**src/rtl/serial_sub.sv**
```systemverilog
// serial_sub: bit-serial subtractor computing {Bout, D} = A - B - Bin.
// One full-subtractor and a borrow flip-flop handle one bit per clock, LSB
// first. The minuend register doubles as the difference register: each
// result bit is shifted in at the top as the operand bit drops out below.
module serial_sub #(
    parameter int WIDTH = 4
) (
    input  logic             clk,
    input  logic             reset_n,
    input  logic             enable,
    input  logic [WIDTH-1:0] A,
    input  logic [WIDTH-1:0] B,
    input  logic             Bin,
    output logic [WIDTH:0]   Q,
    output logic             busy,
    output logic             done
);

    localparam int CW = $clog2(WIDTH);
    localparam logic [CW-1:0] LAST = CW'(WIDTH - 1);

    typedef enum logic [1:0] {
        IDLE,
        SHIFT,
        DONE
    } state_t;

    state_t state;
    state_t state_next;

    logic [WIDTH-1:0] a_reg;
    logic [WIDTH-1:0] b_reg;
    logic             borrow;
    logic [CW-1:0]    cnt;

    logic diff_bit;
    logic borrow_next;
    logic last_bit;
    logic load;
    logic step;
    logic busy_next;
    logic done_next;

    // Full-subtractor on the current LSBs plus the running borrow
    always_comb begin
        diff_bit    = a_reg[0] ^ b_reg[0] ^ borrow;
        borrow_next = (~a_reg[0] & (b_reg[0] | borrow)) | (b_reg[0] & borrow);
        last_bit    = (cnt == LAST);
    end

    // Next-state and control decode; enable is only honoured from IDLE
    always_comb begin
        state_next = state;
        load       = 1'b0;
        step       = 1'b0;
        busy_next  = 1'b0;
        done_next  = 1'b0;
        case (state)
            IDLE: begin
                if (enable) begin
                    load       = 1'b1;
                    busy_next  = 1'b1;
                    state_next = SHIFT;
                end
            end
            SHIFT: begin
                step = 1'b1;
                if (last_bit) begin
                    done_next  = 1'b1;
                    state_next = DONE;
                end else begin
                    busy_next = 1'b1;
                end
            end
            DONE: begin
                state_next = IDLE;
            end
            default: begin
                state_next = IDLE;
            end
        endcase
    end

    // State register
    always_ff @(posedge clk or negedge reset_n) begin
        if (!reset_n) begin
            state <= IDLE;
        end else begin
            state <= state_next;
        end
    end

    // Registered status flags so busy and done are glitch-free outputs
    always_ff @(posedge clk or negedge reset_n) begin
        if (!reset_n) begin
            busy <= 1'b0;
            done <= 1'b0;
        end else begin
            busy <= busy_next;
            done <= done_next;
        end
    end

    // Operand capture, serial shifting and result load on the final bit
    always_ff @(posedge clk or negedge reset_n) begin
        if (!reset_n) begin
            a_reg  <= '0;
            b_reg  <= '0;
            borrow <= 1'b0;
            cnt    <= '0;
            Q      <= '0;
        end else if (load) begin
            a_reg  <= A;
            b_reg  <= B;
            borrow <= Bin;
            cnt    <= '0;
        end else if (step) begin
            a_reg  <= {diff_bit, a_reg[WIDTH-1:1]};
            b_reg  <= b_reg >> 1;
            borrow <= borrow_next;
            cnt    <= cnt + CW'(1);
            if (last_bit) begin
                Q <= {borrow_next, diff_bit, a_reg[WIDTH-1:1]};
            end
        end
    end

endmodule

```
**config.mk**
```make
export PLATFORM = sky130hd
export DESIGN_NAME = serial_sub
export DESIGN_NICKNAME = d
export VERILOG_FILES = /design/src/rtl/serial_sub.sv
export SDC_FILE = /design/constraint.sdc
export NUM_CORES = 1
export LEC_CHECK = 0
export ABC_CLOCK_PERIOD_IN_PS = 1250
export BUFFER_PORTS_ARGS = -buffer_cell sky130_fd_sc_hd__buf_2
export CAP_MARGIN = 20
export CELL_PAD_IN_SITES_DETAIL_PLACEMENT = 0
export CELL_PAD_IN_SITES_GLOBAL_PLACEMENT = 1
export CORE_ASPECT_RATIO = 1.4
export CORE_UTILIZATION = 37
export CTS_CLUSTER_DIAMETER = 150
export DETAILED_ROUTE_END_ITERATION = 7
export MAX_ROUTING_LAYER = met4
export PLACE_DENSITY_LB_ADDON = 0.05
export SLEW_MARGIN = 0
export SYNTH_ARGS = -nofsm -noshare
export SYNTH_HDL_FRONTEND = slang
export SYNTH_SLANG_ARGS = --single-unit
```
**constraint.sdc**
```tcl
create_clock -name clk -period 1.25 [get_ports clk]
set_input_delay 0.1875 -clock clk [delete_from_list [all_inputs] [get_ports clk]]
set_output_delay 0.1875 -clock clk [all_outputs]
set_load 0.1 [all_outputs]
```
After elaboration in Yosys (flattened, before gate mapping)
Index checks and enable logic that the tools add are counted.
{ "word_totals": {"register_bits": 20, "input_bits": 12, "output_inout_bits": 7} }
{ "classes": {"add_sub_neg": 1, "n_eq_ne": 4, "mux": 18, "bitwise": 8, "reduce_logical": 4} }
{ "op_table": {"columns": ["operator", "count"], "rows": [
  ["2-to-1 mux 4 bit", 4],
  ["2-to-1 mux 1 bit", 8],
  ["2-to-1 mux 2 bit", 4],
  ["inequality test 2 bit, second input constant", 2],
  ["one-hot mux 2 bit (2 select lines)", 1],
  ["AND reduction 3 bit", 1],
  ["adder 2 x 1 -> 2 bit, second input constant", 1],
  ["bitwise AND 1 bit", 2],
  ["equality test 2 x 1 -> 1 bit, second input constant", 1],
  ["equality test 2 bit, second input constant", 1],
  ["logical NOT 2 bit", 1],
  ["inverter 1 bit", 2],
  ["bitwise OR 1 bit", 2],
  ["one-hot mux 1 bit (2 select lines)", 1],
  ["AND reduction 2 bit", 1],
  ["nonzero test 2 bit", 1],
  ["bitwise XOR 1 bit", 2]
]} }

Longest topological paths before layout
{ "logic_depth": {"depth_word": 5, "depth_mapped": 5, "mapped_depth_nobuf": 4} }

Worst setup path after synthesis
OpenSTA, ideal clock, no wires.
{ "synth_path": {"path_type": "register to register", "startpoint": "register, netlist name Q[0]", "endpoint": "register Q[0]", "setup_ns": 0.126, "arrival_time_ns": 1.134, "t_required_ns": 1.124, "slack_ns": -0.010, "path_stages_with_launch": 2, "n_path_buf": 0, "synth_period_minus_slack_ns": 1.260, "path_cell_list": "dfrtp_1 -> mux2_2"} }
{ "synth_rtl": {"columns": ["item", "line_no", "text"], "rows": [
  ["end signal, assigned", "123", "Q <= {borrow_next, diff_bit, a_reg[WIDTH-1:1]};"],
  ["end, declared", "14", "output logic [WIDTH:0] Q,"]
]} }

Worst setup path in the final report
{ "layout_path": {"startpoint": "register b_reg[0]", "endpoint": "register a_reg[3]"} }
{ "layout_via": {"elab_chain_cells": 4} }
{ "layout_lines": {"columns": ["item", "line_no", "text"], "rows": [
  ["start, declared", "32", "logic [WIDTH-1:0] b_reg;"],
  ["start signal, assigned", "119", "b_reg <= b_reg >> 1;"],
  ["bitwise XOR 1 bit (2 in a row)", "46", "diff_bit = a_reg[0] ^ b_reg[0] ^ borrow;"],
  ["2-to-1 mux 4 bit", "117", "end else if (step) begin"],
  ["2-to-1 mux 4 bit", "112", "end else if (load) begin"],
  ["end signal, assigned", "118", "a_reg <= {diff_bit, a_reg[WIDTH-1:1]};"],
  ["end, declared", "31", "logic [WIDTH-1:0] a_reg;"]
]} }
Every way passes these cells. The select of a mux whose other input is x is not followed.
A chain may end at the register's enable or synchronous reset.

==> flow_summary.ini <==
[synth]
ys_seq_elements = 20
synth_top_area_share_pct = 54.5
syn_inst = 79
ys_types = 26
syn_avg_cell_area_sq_um = 11.6
ys_warn_count = 0
ys_seq_area_share_pct = 54.5
synth_nets = 93
yosysTopAreaCell = dfrtp_1
netlist_area_sq_um = 918
synth.area.top_cells = dfrtp_1 (54%), o32ai_1 (5.7%), buf_6 (3.7%), mux2_2 (3.7%), o22ai_1 (3.4%)

[floorplan]
core.rowCount = 21
initial_core_util_pct = 38.8
die_y_um = 61.0
dieWidth_um = 44.1
die_area_sq_um = 2690
core_area_sq_um = 2360
io_pins = 19

[sta]
finalHoldViolCount = 0
period_minus_slack_ns = 1.20
setup_viol = 0
tns_ns = 0
worst_pin_slew_ns = 0.456
fmax_mhz = 833
worst_slew_margin_rel_pct = 69.6
rsz0062_at_grt = yes
fin_crit_sh_pct = 96.1
maxSlewViolCount = 0
skew_ns = 0.000877

[global_route]
gr-total-overflow = 0
grt_pass1_wl_um = 3100
grt_pass1_vias = 681
grt_max_degree = 21
antenna_found_initial = 0
track_usage_pct = 16.2

[final_layout]
area_growth_pct = 34.2
largest_reg_flops = 5
utilization_pct = 52.1
fin_cells = 131
num_antenna_cells = 0
drive_gt1_share_pct = 44.4
fin_nets = 123

[detailed_routing]
drtPass1Iterations = 6
drc_errors = 0
vias = 689
wl_per_cell_um = 14.1
wl_um = 1840
via_per_inst = 5.26
final_antenna_net_count = 0
drt_iter0_drc = 18

[clocking]
clock_latency_ns = 0.29
cts_tree = yes
clk_path_buf_depth = 2
cts_made_buffers = 3
cts_max_level = 1
cts_sinks = 20
cts_root_buffer = clkbuf_4
path_clk_slew_ns = 0.11

[placed_design]
gp_congestion = 0.741
port_buffers = 18
hpwl_um = 1380
place_inst = 123

[hold_path]
hold_start = B[3]
holdPathStages = 3
hold_path.class = input pin to register
min_to = b_reg[3]

[worst_setup_path]
critPathLaunch = b_reg[0]
worstPathArrival_ns = 1.42
crit_path_end_kind = register
r2r_end = a_reg[3]
crit_path_start_kind = register
r2r_cells = 2
path_max_fanout = 3
reg2reg_slack_ns = 0.05
worst-setup-path-type = register to register
rr_startpoint = b_reg[0]
crit_required_ns = 1.46

[status]
status = finished, final reports clean

[flow_run]
drv_cap = 0
-- synth_stat cells --
cell type	number
o32a_1	1
inv_1	6
or2_1	1
nand3b_2	1
o21ai_0	6
ha_1	1
nand2_1	4
nand2b_1	1
nor4b_1	1
o32ai_1	6
buf_6	3
fa_1	1
a211oi_1	2
a221oi_2	1
dfrtp_1	20
mux2_2	3
buf_2	1
o31ai_1	1
buf_4	1
o22ai_1	5
nor2_1	7
or2b_1	1
nand2b_4	1
nor2b_1	1
o21a_1	2
a21oi_1	1
-- worst max-delay path: stages, from the launching register on --
cell	delay (ns)
dfrtp_1	0.44
fa_2	0.47
a221oi_2	0.21
-- kinds of logic (layout without fill, tap and decap cells) --
kind of cell    count (synthesis)  in the layout  synth area share [%]
flops                          20             20                  54.5
compound gates                 25             25                  19.8
fa+ha+maj                       2              2                  3.54
buf+inv                        11             40                  7.49
simple gates                   18             18                  11.0
mux                             3              3                  3.68
-- layer usage --
metal,global-route usage (%),part of all wire (%),vias to the layer above
li1,-,-,344
met1,19.8,43,325
met2,27.3,52,18
met3,2.38,4.1,2
met4,5.19,0.60,0
met5,-,0,-
-- worst max-delay path by stage --
stage                          end  slack, ns  cells past startpoint
after global routing      a_reg[3]     -0.007                      3
after detailed placement      Q[0]     -0.008                      3
after global placement        Q[0]      -0.02                      3
after floorplan               Q[0]       0.04                      3
after CTS                 a_reg[3]     0.0008                      2
final                     a_reg[3]       0.05                      2
-- stage by stage --
| step | worst slack (ns) | area, sq um | hold slack [ns] |
|---|---|---|---|
| floorplan | 0.0404 | 922 | -0.108 |
| global placement | -0.0206 | 1140 | 0.162 |
| detailed placement | -0.00773 | 1140 | 0.168 |
| CTS | 0.000818 | 1190 | 0.112 |
| global route | -0.00711 | 1230 | 0.107 |
| finish | 0.0493 | 1230 | 0.122 |
-- cells in the final DEF (no fill, tap or decap), types with 2 or more instances in the layout --
| cell | Yosys | routed |
|---|---|---|
| a211oi_1 | 2 | 2 |
| buf_12 | 0 | 6 |
| buf_2 | 1 | 11 |
| buf_4 | 1 | 11 |
| clkbuf_4 | 0 | 4 |
| dfrtp_1 | 20 | 16 |
| dfrtp_2 | 0 | 4 |
| inv_1 | 6 | 5 |
| mux2_2 | 3 | 3 |
| nand2_1 | 4 | 4 |
| nor2_1 | 7 | 7 |
| o21a_1 | 2 | 2 |
| o21ai_0 | 6 | 6 |
| o22ai_1 | 5 | 5 |
| o32ai_1 | 6 | 6 |
-- area by class of cell --
cell class                 count  area (sq um)
sequential                    20           505
timing repair buffer          30           275
clock buffer                   4          26.3
fill                         222          1130
tap                           23          28.8
multi-input combinational     48           374
inverter                       6          22.5
-- timing repair --
| item | in CTS | in global routing |
|---|---|---|
| endpoints found under the setup margin | 3 | 15 |
| resized for setup | 1 | 8 |
| cloned | 0 | 0 |
| pin swaps | 0 | 0 |
| setup buffers | 0 | 3 |
| hold buffers | 1 | 0 |
| hold endpoints to repair | 20 | 0 |
Power is left out: the tool's default activity adds up to more than one toggle a clock period on the data nets, which glitch-free logic cannot reach.
